`src/rtl/wvb_pkg.sv`:
```
// Shared definitions for the waveform buffer readout path.
// The header field offsets are also used by the header writer.
package wvb_pkg;

  typedef enum logic [1:0] {
    IDLE,
    LATCH,
    STREAM,
    DONE
  } rd_state_e;

  localparam int HDR_START_LSB = 0;
  localparam int HDR_STOP_LSB  = 12;

endpackage

```
`src/rtl/wvb_rd_skid.sv`:
```
// Two-entry {data, last} FIFO between the BRAM return path and the sample stream.
// When it is empty, a returning word is presented on the output in the same cycle.
module wvb_rd_skid #(
  parameter int P_DATA_WIDTH = 22
) (
  input  logic                    clk,
  input  logic                    rst_n,
  input  logic                    in_valid,
  input  logic [P_DATA_WIDTH-1:0] in_data,
  input  logic                    in_last,
  input  logic                    out_ready,
  output logic                    out_valid,
  output logic [P_DATA_WIDTH-1:0] out_data,
  output logic                    out_last,
  output logic [1:0]              count
);

  logic [P_DATA_WIDTH-1:0] data_q [2];
  logic                    last_q [2];
  logic                    rd_ptr;
  logic                    wr_ptr;
  logic [1:0]              count_q;
  logic                    head_valid;
  logic                    pop;
  logic                    pop_stored;
  logic                    store;

  assign head_valid = (count_q != 2'd0);
  assign pop        = out_valid && out_ready;
  assign pop_stored = pop && head_valid;
  // A word that arrives into an empty FIFO and is taken at once is never stored.
  assign store      = in_valid && !(pop && !head_valid);
  assign wr_ptr     = rd_ptr ^ count_q[0];
  assign count      = count_q;

  // NOTE: every output of a combinational block gets a default first, so no path can infer a latch.
  always_comb begin
    out_valid = head_valid || in_valid;
    out_data  = '0;
    out_last  = 1'b0;
    if (head_valid) begin
      out_data = data_q[rd_ptr];
      out_last = last_q[rd_ptr];
    end else if (in_valid) begin
      out_data = in_data;
      out_last = in_last;
    end
  end

  // NOTE: sequential state uses non-blocking assignments so every flop samples pre-edge values.
  always_ff @(posedge clk) begin
    if (!rst_n) begin
      count_q <= 2'd0;
      rd_ptr  <= 1'b0;
    end else begin
      count_q <= count_q + 2'(store) - 2'(pop_stored);
      if (pop_stored) rd_ptr <= ~rd_ptr;
    end
  end

  // NOTE: storage needs no reset; the occupancy count alone decides what is valid.
  always_ff @(posedge clk) begin
    if (store) begin
      data_q[wr_ptr] <= in_data;
      last_q[wr_ptr] <= in_last;
    end
  end

endmodule

```
`src/rtl/wvb_readout_ctrl.sv`:
```
// Pops one header per stored waveform, walks the BRAM from start to stop with
// wrap-around, streams the samples out and reports the freed buffer pointer.
module wvb_readout_ctrl
  import wvb_pkg::*;
#(
  parameter int P_DATA_WIDTH = 22,
  parameter int P_ADR_WIDTH  = 12,
  parameter int P_HDR_WIDTH  = 80,
  parameter int P_START_LSB  = HDR_START_LSB,
  parameter int P_STOP_LSB   = HDR_STOP_LSB
) (
  input  logic                    clk,
  input  logic                    rst_n,
  input  logic                    en,
  input  logic                    hdr_empty,
  input  logic [P_HDR_WIDTH-1:0]  hdr_data,
  output logic                    hdr_rdreq,
  output logic [P_ADR_WIDTH-1:0]  wvb_rd_addr,
  input  logic [P_DATA_WIDTH-1:0] wvb_data,
  output logic [P_HDR_WIDTH-1:0]  hdr_out,
  output logic [P_DATA_WIDTH-1:0] dout,
  output logic                    dout_valid,
  input  logic                    dout_ready,
  output logic                    dout_last,
  output logic                    evt_done,
  output logic [P_ADR_WIDTH-1:0]  rd_ptr_free,
  output logic                    eoe_err
);

  localparam logic [P_ADR_WIDTH-1:0] ADR_ONE = P_ADR_WIDTH'(1);

  rd_state_e              state;
  rd_state_e              state_n;
  logic [P_ADR_WIDTH-1:0] hdr_start;
  logic [P_ADR_WIDTH-1:0] hdr_stop;
  logic [P_ADR_WIDTH-1:0] stop_q;
  logic                   last_issued;
  logic                   inflight_q;
  logic                   inflight_last_q;
  logic                   issue;
  logic [1:0]             skid_count;
  logic                   beat_accept;

  assign hdr_start   = hdr_data[P_START_LSB +: P_ADR_WIDTH];
  assign hdr_stop    = hdr_data[P_STOP_LSB +: P_ADR_WIDTH];
  assign beat_accept = dout_valid && dout_ready;
  // The stored eoe bit travels with the beat as dout[0].
  assign eoe_err     = beat_accept && (dout[0] != dout_last);

  always_ff @(posedge clk) begin
    if (!rst_n) state <= IDLE;
    else        state <= state_n;
  end

  always_comb begin
    state_n   = state;
    hdr_rdreq = 1'b0;
    issue     = 1'b0;
    unique case (state)
      IDLE: begin
        // Gated by rst_n so nothing is popped while the block is held in reset.
        if (rst_n && en && !hdr_empty) begin
          hdr_rdreq = 1'b1;
          state_n   = LATCH;
        end
      end
      LATCH: state_n = STREAM;
      STREAM: begin
        // At most two words may be stored or returning, so the skid never overflows.
        issue = !last_issued && ((skid_count + {1'b0, inflight_q}) < 2'd2);
        if (beat_accept && dout_last) state_n = DONE;
      end
      DONE:    state_n = IDLE;
      default: state_n = IDLE;
    endcase
  end

  always_ff @(posedge clk) begin
    if (!rst_n) begin
      wvb_rd_addr     <= '0;
      hdr_out         <= '0;
      stop_q          <= '0;
      last_issued     <= 1'b0;
      inflight_q      <= 1'b0;
      inflight_last_q <= 1'b0;
      evt_done        <= 1'b0;
      rd_ptr_free     <= '0;
    end else begin
      evt_done        <= 1'b0;
      inflight_q      <= issue;
      inflight_last_q <= issue && (wvb_rd_addr == stop_q);
      if (state == LATCH) begin
        hdr_out     <= hdr_data;
        stop_q      <= hdr_stop;
        wvb_rd_addr <= hdr_start;
        last_issued <= 1'b0;
      end
      if (issue) begin
        wvb_rd_addr <= wvb_rd_addr + ADR_ONE;
        if (wvb_rd_addr == stop_q) last_issued <= 1'b1;
      end
      if (state == STREAM && beat_accept && dout_last) begin
        evt_done    <= 1'b1;
        rd_ptr_free <= stop_q + ADR_ONE;
      end
    end
  end

  wvb_rd_skid #(
    .P_DATA_WIDTH(P_DATA_WIDTH)
  ) u_skid (
    .clk      (clk),
    .rst_n    (rst_n),
    .in_valid (inflight_q),
    .in_data  (wvb_data),
    .in_last  (inflight_last_q),
    .out_ready(dout_ready),
    .out_valid(dout_valid),
    .out_data (dout),
    .out_last (dout_last),
    .count    (skid_count)
  );

endmodule
```
`config.mk`:
```
export PLATFORM = sky130hd
export DESIGN_NAME = wvb_readout_ctrl
export DESIGN_NICKNAME = d
export VERILOG_FILES = /design/src/rtl/wvb_pkg.sv /design/src/rtl/wvb_rd_skid.sv /design/src/rtl/wvb_readout_ctrl.sv
export SDC_FILE = /design/constraint.sdc
export NUM_CORES = 1
export LEC_CHECK = 0
export ABC_AREA = 1
export BUFFER_PORTS_ARGS = -buffer_cell sky130_fd_sc_hd__buf_4
export CAP_MARGIN = 30
export CELL_PAD_IN_SITES_DETAIL_PLACEMENT = 0
export CELL_PAD_IN_SITES_GLOBAL_PLACEMENT = 1
export CORE_MARGIN = 5
export CORE_UTILIZATION = 38
export DETAILED_ROUTE_END_ITERATION = 7
export PLACE_DENSITY_LB_ADDON = 0.25
export SKIP_CTS_REPAIR_TIMING = 1
export SYNTH_ARGS = -nofsm -noshare
export SYNTH_HDL_FRONTEND = slang
export SYNTH_SLANG_ARGS = --single-unit
export TNS_END_PERCENT = 20
```
`constraint.sdc`:
```
create_clock -name clk -period 4.5 [get_ports clk]
set_input_delay 0 -clock clk [delete_from_list [all_inputs] [get_ports clk]]
set_output_delay 0 -clock clk [all_outputs]
set_load 0.02 [all_outputs]
```
# Word level (Yosys, flattened, before mapping)
# Memories as Yosys holds them, arrays and structs flattened. A register that Yosys moved wholly into a read port is not among the register bits.
# Cells that the tools add are included.
[op_classes] add_sub_neg=5 bitwise=2 n_lt_le_gt_ge=1 n_reduce_logical=21 n_eq_ne=7 muxes=22
[op_table] cell="22-bit two-way mux" n=2
[op_table] cell="12-bit by 1-bit adder with 12-bit output, second input constant" n=2
[op_table] cell="12-bit two-way mux" n=2
[op_table] cell="1-bit two-way mux" n=15
[op_table] cell="12-bit == test" n=1
[op_table] cell="1-bit logical AND" n=12
[op_table] cell="2-bit case mux with 4 select lines" n=1
[op_table] cell="2-bit by 1-bit adder with 2-bit output" n=2
[op_table] cell="2-bit == test, second input constant" n=2
[op_table] cell="1-bit zero test" n=4
[op_table] cell="2-bit two-way mux" n=2
[op_table] cell="2-bit != test, second input constant" n=2
[op_table] cell="2-bit nonzero test" n=2
[op_table] cell="2-bit by 1-bit == test with 1-bit output, second input constant" n=1
[op_table] cell="2-bit zero test" n=1
[op_table] cell="2-bit less-than comparator, second input constant" n=1
[op_table] cell="2-bit AND reduction" n=1
[op_table] cell="2-bit by 1-bit subtractor with 2-bit output" n=1
[op_table] cell="1-bit logical OR" n=1
[op_table] cell="1-bit != test" n=1
[op_table] cell="1-bit inverter" n=1
[op_table] cell="1-bit bitwise XOR" n=1
[word_totals] output_inout_bits=131 wordCells=71 register_bits=125 memories=2 inputBits=107 ram_bits=46
[memory_table] memory="u_skid.data_q" depth=2 word_bits=22 rd=1 rd_clocked_by_memory_dff=1 write_ports=1 line="wvb_rd_skid.sv:18" text="logic [P_DATA_WIDTH-1:0] data_q [2];"
[memory_table] memory="u_skid.last_q" depth=2 word_bits=1 rd=1 rd_clocked_by_memory_dff=1 write_ports=1 line="wvb_rd_skid.sv:19" text="logic last_q [2];"

# Depth between registers and ports, before layout
# Gate-level depths: netlist of the first run.
[depth] word_depth=8 ltp_mapped=11 depth_no_buf=10

# Hierarchy
# From an unflattened synthesis of the first run, not the netlist that was laid out.
[unflattened] hier_cells=804 area_unflattened_um2=6727.7
[modules_own_cells] module="wvb_readout_ctrl" n_inst=1 area_per_inst_um2=4619.4 cells_each=620 seq_area_each_um2=2202.1
[modules_own_cells] module="wvb_rd_skid" n_inst=1 area_per_inst_um2=2108.3 cells_each=184 seq_area_each_um2=1461.4

# Least setup slack after synthesis of the first run
# No wires, ideal clock.
[synth_path] kind="reg2reg" start="register u_skid.count_q[0] (netlist: u_skid.count[0])" end="memory u_skid.data_q[0][0] (enable)" n_path_buf=0 path_slack_ps=2368 setup_ps=403 t_required_ps=4097 arrival_ps=1730 stages_incl_launch_ff=5 synth_period_minus_slack_ps=2132 cell_sequence="dfxtp_1 nor2_4 a21oi_1 inv_1 nor2_1"
[synth_via] elab_chain_len=8 word_cells_on_any_way=10 cone_classes="2 x mux; 1 x bitwise; 7 x reduce/logical"
[synth_lines] item="start: declaration" line="wvb_rd_skid.sv:22" text="logic [1:0] count_q;"
[synth_lines] item="start signal: assignment" line="wvb_rd_skid.sv:56" text="count_q <= count_q + 2'(store) - 2'(pop_stored);"
[synth_lines] item="2-bit nonzero test" line="wvb_rd_skid.sv:28" text="assign head_valid = (count_q != 2'd0);"
[synth_lines] item="1-bit logical OR" line="wvb_rd_skid.sv:38" text="out_valid = head_valid || in_valid;"
[synth_lines] item="1-bit logical AND" line="wvb_rd_skid.sv:29" text="assign pop = out_valid && out_ready;"
[synth_lines] item="1-bit logical AND" line="wvb_rd_skid.sv:32" text="assign store = in_valid && !(pop && !head_valid);"
[synth_lines] item="1-bit zero test" line="wvb_rd_skid.sv:32"
[synth_lines] item="1-bit logical AND" line="wvb_rd_skid.sv:32"
[synth_lines] item="1-bit two-way mux" line="wvb_rd_skid.sv:63" text="if (store) begin"
[synth_lines] item="1-bit two-way mux (not written as such)" line="wvb_rd_skid.sv:64" text="data_q[wr_ptr] <= in_data;"
[synth_lines] item="end: declaration" line="wvb_rd_skid.sv:18"
# Parallel ways exist; a longest one is shown, timed or not.

==> results of run 1 <==
-- logic make-up (layout without fill, tap and decap cells) --
group / count (synthesis) / in the layout / synth area share (%)
xor gates and xnor gates: 15 / 15 / 1.98
AOI/OAI and AO/OA: 180 / 180 / 14.0
adders and majority gates: 7 / 7 / 1.32
buffers and inverters: 95 / 425 / 5.73
DFF: 160 / 160 / 55.2
and+or+nand+nor: 349 / 349 / 21.7
-- worst paths after layout --
kind                                        endpoint  cells after the start
worst max register to register  u_skid.data_q[1][16]                      5
worst max-delay path                         eoe_err                      8
worst min-delay path                        state[1]                      5
worst min register to register            hdr_out[3]                      2
-- placed cells by master (no fill, tap or decap), types with 3 or more instances in the layout --
master,instances
clkbuf_16,17
inv_1,45
o21bai_2,3
nor2_1,185
o21ai_0,127
ha_1,6
nand4_1,7
dfxtp_1,114
a21oi_1,35
clkinvlp_4,4
xnor2_1,8
nor2_2,4
dlygate4sd3_1,102
inv_2,5
inv_6,3
inv_8,4
nand2_1,92
o21ai_1,9
edfxtp_1,46
nand3_1,49
nor3_1,6
buf_4,241
xor2_1,7
-- sequential cells by signal, indices dropped and copies added (netlist names), named ones only --
signal / count
hdr_out: 80
u_skid.data_q: 44
rd_ptr_free: 12
wvb_rd_addr: 12
state: 2
u_skid.count: 2
u_skid.last_q: 2
evt_done: 1
inflight_last_q: 1
inflight_q: 1
last_issued: 1
u_skid.rd_ptr: 1
-- report_power, final --
group | internal [mW] | leakage, nW | total [mW] | switching (mW)
Combinational | 0.685 | 2.84 | 1.72 | 1.03
Clock | 0.836 | 0.280 | 1.46 | 0.624
Sequential | 1.74 | 1.34 | 1.95 | 0.207
Total | 3.26 | 4.47 | 5.13 | 1.86
-- routing by layer --
| layer | global-route usage (%) | share of wire, % | vias to the layer above |
|---|---|---|---|
| met2 | 30.0 | 49 | 193 |
| met3 | 7.02 | 7.6 | 28 |
| li1 | - | - | 3302 |
| met5 | 0 | 0 | - |
| met4 | 5.40 | 1.5 | 0 |
| met1 | 23.3 | 42 | 2981 |
-- critical path, stage by stage, from the launching register on --
cell and delay (ps):
dfxtp_1 780, inv_1 560, nand2_1 160, nand2_1 60
nand2_1 70, nand2_2 110, xnor2_1 140, nor2_1 140
buf_4 170
-- final cells by class --
class | count | area [um2]
multi-input cells | 551 | 2600
fillers | 1526 | 7070
repair buffers | 343 | 2830
flip-flops and latches | 160 | 3660
clock buffers | 17 | 425
well taps | 225 | 282
clock inverters | 15 | 175
inverters | 50 | 188
-- stage by stage --
stage                     total power, mW  cell area [um2]  utilization (%)
after floorplan                      2.91             6640                -
after global placement               3.63             8540             49.5
after detailed placement             3.63             8540             49.5
after CTS                            5.10             9140             53.0
after global routing                 5.43            10200             59.0
final                                5.13            10200             59.0
==> qor.yml, run 1 <==
logic_synthesis:
  ys_seq_area_share_pct: 55.2
  synth.distinct_cells: 30
  synth_area_leaders: "dfxtp_1 (34%), edfxtp_1 (21%), nor2_1 (11%)"
  synth_commonest_cells: "nor2_1 (187), o21ai_0 (127), dfxtp_1 (114)"
  synth.cell_area_um2: 6640
  synth.most_common_cell: "nor2_1"
  synth_top_area_share_pct: 34.4
  synthCells: 806
  synth_area_leader_cell: "dfxtp_1"
  synth_ff_type: "dfxtp_1"
  synth_edf_count: 46
  async_flop_share_pct: 0
  ys_seq_elements: 160
  syn-num-nets: 920
  ys_warn_count: 0
  avgSynthCellArea_um2: 8.23
final_layout:
  final_nets: 1237
  antennaDiodeCount: 0
  fin_cells: 1361
  area_growth_pct: 53.2
  layout-drive-gt1-share_pct: 25.7
placement:
  gp_congestion: 0.774
  place_ws_ps: 1960
  portBuffers: 237
  place_hpwl_um: 13200
  dp.cells: 1227
timing:
  tns_ps: 0
  worst_hold_slack_ps: 5.31
  max_slew_margin_pct: 28.5
  setup_viol: 0
  finalClockSkew_ps: 9.02
  fin_crit_sh_pct: 58.0
  tightest_slew_ps: 1070
  clock.fmax_mhz: 383
  fin_crit_ps: 2610
  finalHoldViolCount: 0
  report.final.slew_viol_count: 0
  rsz0062_at_grt: "no"
  finalWorstSetupSlack_ps: 1890
die:
  num_io_pins: 238
  initial_core_util_pct: 38.5
  core_um2: 17200
  die_area_um2: 20200
  die-width_um: 142
  die_h_um: 142
  rows: 48
clocking:
  clkTransAtPathRegs_ps: 60
  cts-htree-levels: 4
  cts_tree: "built"
  cts_buffers: 17
  clk-insertion-delay-late_ps: 420
  cts.sinks: 160
  root_buffer: "clkbuf_16"
  cts_buffer_depth: 2
route:
  drtPass1Iterations: 4
  vias_per_cell: 4.78
  wl_per_cell_um: 14.9
  drcViolationCount: 0
  routed_wl_um: 20300
  ant_nets: 0
  drtIter0Drc: 281
  vias: 6504
pwr:
  ir_worst_vdd_uv: 315
  p_per_area_nw_per_um2: 505
  power.leakage_nw: 4.47
global_routing:
  grt_pass1_vias: 5937
  grt_pass1_wl_um: 30000
  grt_max_degree: 89
  antenna_found_initial: 0
  grt-ovfl-total: 0
  grt_use_total_pct: 18.6
critical_path:
  path_class: "flip-flop to output port"
  reg2reg_setup_slack_ps: 1930
  crit_required_ps: 4500
  end_kind: "output port"
  r2r-start: "inflight_q"
  critPathArrivalTime_ps: 2610
  cp-start-kind: "flip-flop"
  crit_path_max_fanout: 24
outcome:
  outcome: "completed"
hold_path:
  hp-class: "input port to flip-flop"
  hp-start: "en"
flow_run:
  cap_violations: 0
No activity file was read; power rests on OpenSTA's default activity.
==> run 2: changes to the inputs <==
--- a/config.mk
+++ b/config.mk
@@ -11,7 +11,7 @@
 export CELL_PAD_IN_SITES_DETAIL_PLACEMENT = 0
 export CELL_PAD_IN_SITES_GLOBAL_PLACEMENT = 1
 export CORE_MARGIN = 5
-export CORE_UTILIZATION = 38
+export CORE_UTILIZATION = 32
 export DETAILED_ROUTE_END_ITERATION = 7
 export PLACE_DENSITY_LB_ADDON = 0.25
 export SKIP_CTS_REPAIR_TIMING = 1
==> constraint.sdc (replaced) <==
create_clock -name clk -period 2.1 [get_ports clk]
set_input_delay 0 -clock clk [delete_from_list [all_inputs] [get_ports clk]]
set_output_delay 0 -clock clk [all_outputs]
set_load 0.02 [all_outputs]
==> run 2 against run 1 <==
Effect of this change:
- flip-flop and latch count unchanged
- clock power increased by 110%
- total power increased by 120%
- core utilization decreased by 7.8 points
- sequential power increased by 110%
- combinational power increased by 130%
- worst setup slack got worse by 1800 ps
- sequential share of layout area decreased by 0.76 points
- count of clock-buffer cells in the layout increased by 3
- largest power group unchanged
==> qor.yml, run 2 (synthesized netlist as in run 1, its figures left out) <==
outcome:
  outcome: "completed"
timing:
  clock.fmax_mhz: 491
  finalClockSkew_ps: 7.28
  tightest_slew_ps: 481
  finalHoldViolCount: 0
  tns_ps: 0
  fin_crit_ps: 2040
  rsz0062_at_grt: "yes"
  fin_crit_sh_pct: 97.0
  report.final.slew_viol_count: 0
  max_slew_margin_pct: 67.7
  setup_viol: 0
pwr:
  p_seq_share_pct: 37.3
  power_mw: 11.1
  ir_worst_vdd_uv: 555
  p_per_area_nw_per_um2: 1060
  clockPowerShare_pct: 27.7
  p_int_mw: 7.11
  swShare_pct: 35.8
  power.leakage_nw: 4.57
  switching_power_mw: 3.96
  p_comb_share_pct: 35.0
route:
  drtPass1Iterations: 5
  wl_per_cell_um: 14.9
  routed_wl_um: 21100
  ant_nets: 0
  drcViolationCount: 0
  drtIter0Drc: 259
  vias: 6443
  vias_per_cell: 4.53
global_routing:
  grt_use_total_pct: 16.6
  grt_pass1_vias: 6019
  antenna_found_initial: 0
  grt_pass1_wl_um: 32000
  grt-ovfl-total: 0
  grt_max_degree: 88
critical_path:
  cp-start-kind: "flip-flop"
  critPathArrivalTime_ps: 2040
  crit_required_ps: 2100
  end_kind: "output port"
  crit_path_max_fanout: 22
  reg2reg_setup_slack_ps: 230
  path_class: "flip-flop to output port"
final_layout:
  mostFrequentLayoutCells: "buf_4 (253), nor2_1 (184), o21ai_0 (127)"
  final_common_cell: "buf_4"
  layout-drive-gt1-share_pct: 26.9
  regMostFlops: "hdr_out"
  largest_reg_flops: 80
  final_nets: 1254
  area_growth_pct: 56.6
  antennaDiodeCount: 0
  top_regs: "hdr_out x80, u_skid.data_q x44"
  fin_cells: 1423
  final_area_um2: 10400
clocking:
  cts_tree: "built"
  cts-htree-levels: 4
  cts.sinks: 160
  clkTransAtPathRegs_ps: 60
  cts_buffer_depth: 2
  cts_buffers: 17
  root_buffer: "clkbuf_16"
  clk-insertion-delay-late_ps: 420
placement:
  place_hpwl_um: 14100
  placed_area_um2: 8740
  portBuffers: 237
  dp.cells: 1286
  gp_congestion: 0.777
die:
  rows: 52
  core_um2: 20300
  die_area_um2: 23700
  num_io_pins: 238
  initial_core_util_pct: 32.7
  die-width_um: 154
  die_h_um: 154
flow_run:
  cap_violations: 0
hold_path:
  hp-class: "input port to flip-flop"
[run 2: changes by cell type in the layout (fill, tap and decap cells not counted), moves of 2 or more]
cell      before  now
dfxtp_1      114  112
clkinv_2       0    2
buf_12         0    4
dfxtp_2        0    2
inv_8          4    0
buf_4        241  253
clkbuf_1       0    2
[run 2: worst paths after layout]
check        cells after the start            start              end
min                              5               en         state[1]
min reg2reg                      2       hdr_out[0]       hdr_out[0]
max reg2reg                     11  u_skid.count[1]  u_skid.count[1]
max                              9  u_skid.count[1]          eoe_err
[run 2: per-layer routing]
metal / GRT usage, % / share of wire (%)
met5: 0 / 0
met1: 21.4 / 45
met4: 5.21 / 1.1
met3: 7.03 / 7.7
met2: 25.1 / 46
[run 2: worst max-delay path, stage by stage (launching register included)]
cell	delay (ps)
dfxtp_2	350
nor2_4	160
buf_8	200
inv_2	70
buf_12	150
o21ai_0	70
o21ai_1	120
xnor2_1	130
nor2_1	180
buf_4	180
[run 2: power by group through the flow]
stage / Clock, mW / Combinational [mW] / Sequential (mW)
finish: 3.06 / 3.87 / 4.13
global route: 3.28 / 4.27 / 4.20
CTS: 3.15 / 3.74 / 4.13
detailed placement: 0 / 3.73 / 4.18
global placement: 0 / 3.74 / 4.17
floorplan: 0 / 1.54 / 4.70
[run 2: through the flow]
step	hold slack (ps)	worst slack, ps	utilization, %
2_1_floorplan	98.9	-32.4	-
3_3_place_gp	201	289	43.1
3_5_place_dp	201	243	43.1
4_1_cts	-242	-161	45.9
5_1_grt	71.5	-58.1	51.2
6_report	37.4	62.4	51.2
[run 2: cell type report]
cell class | instances | area [um2]
fillers | 1919 | 9910
flip-flops and latches | 160 | 3670
repair buffers | 360 | 3020
multi-input cells | 551 | 2600
clock buffers | 20 | 447
well taps | 270 | 338
inverters | 50 | 188
clock inverters | 12 | 134
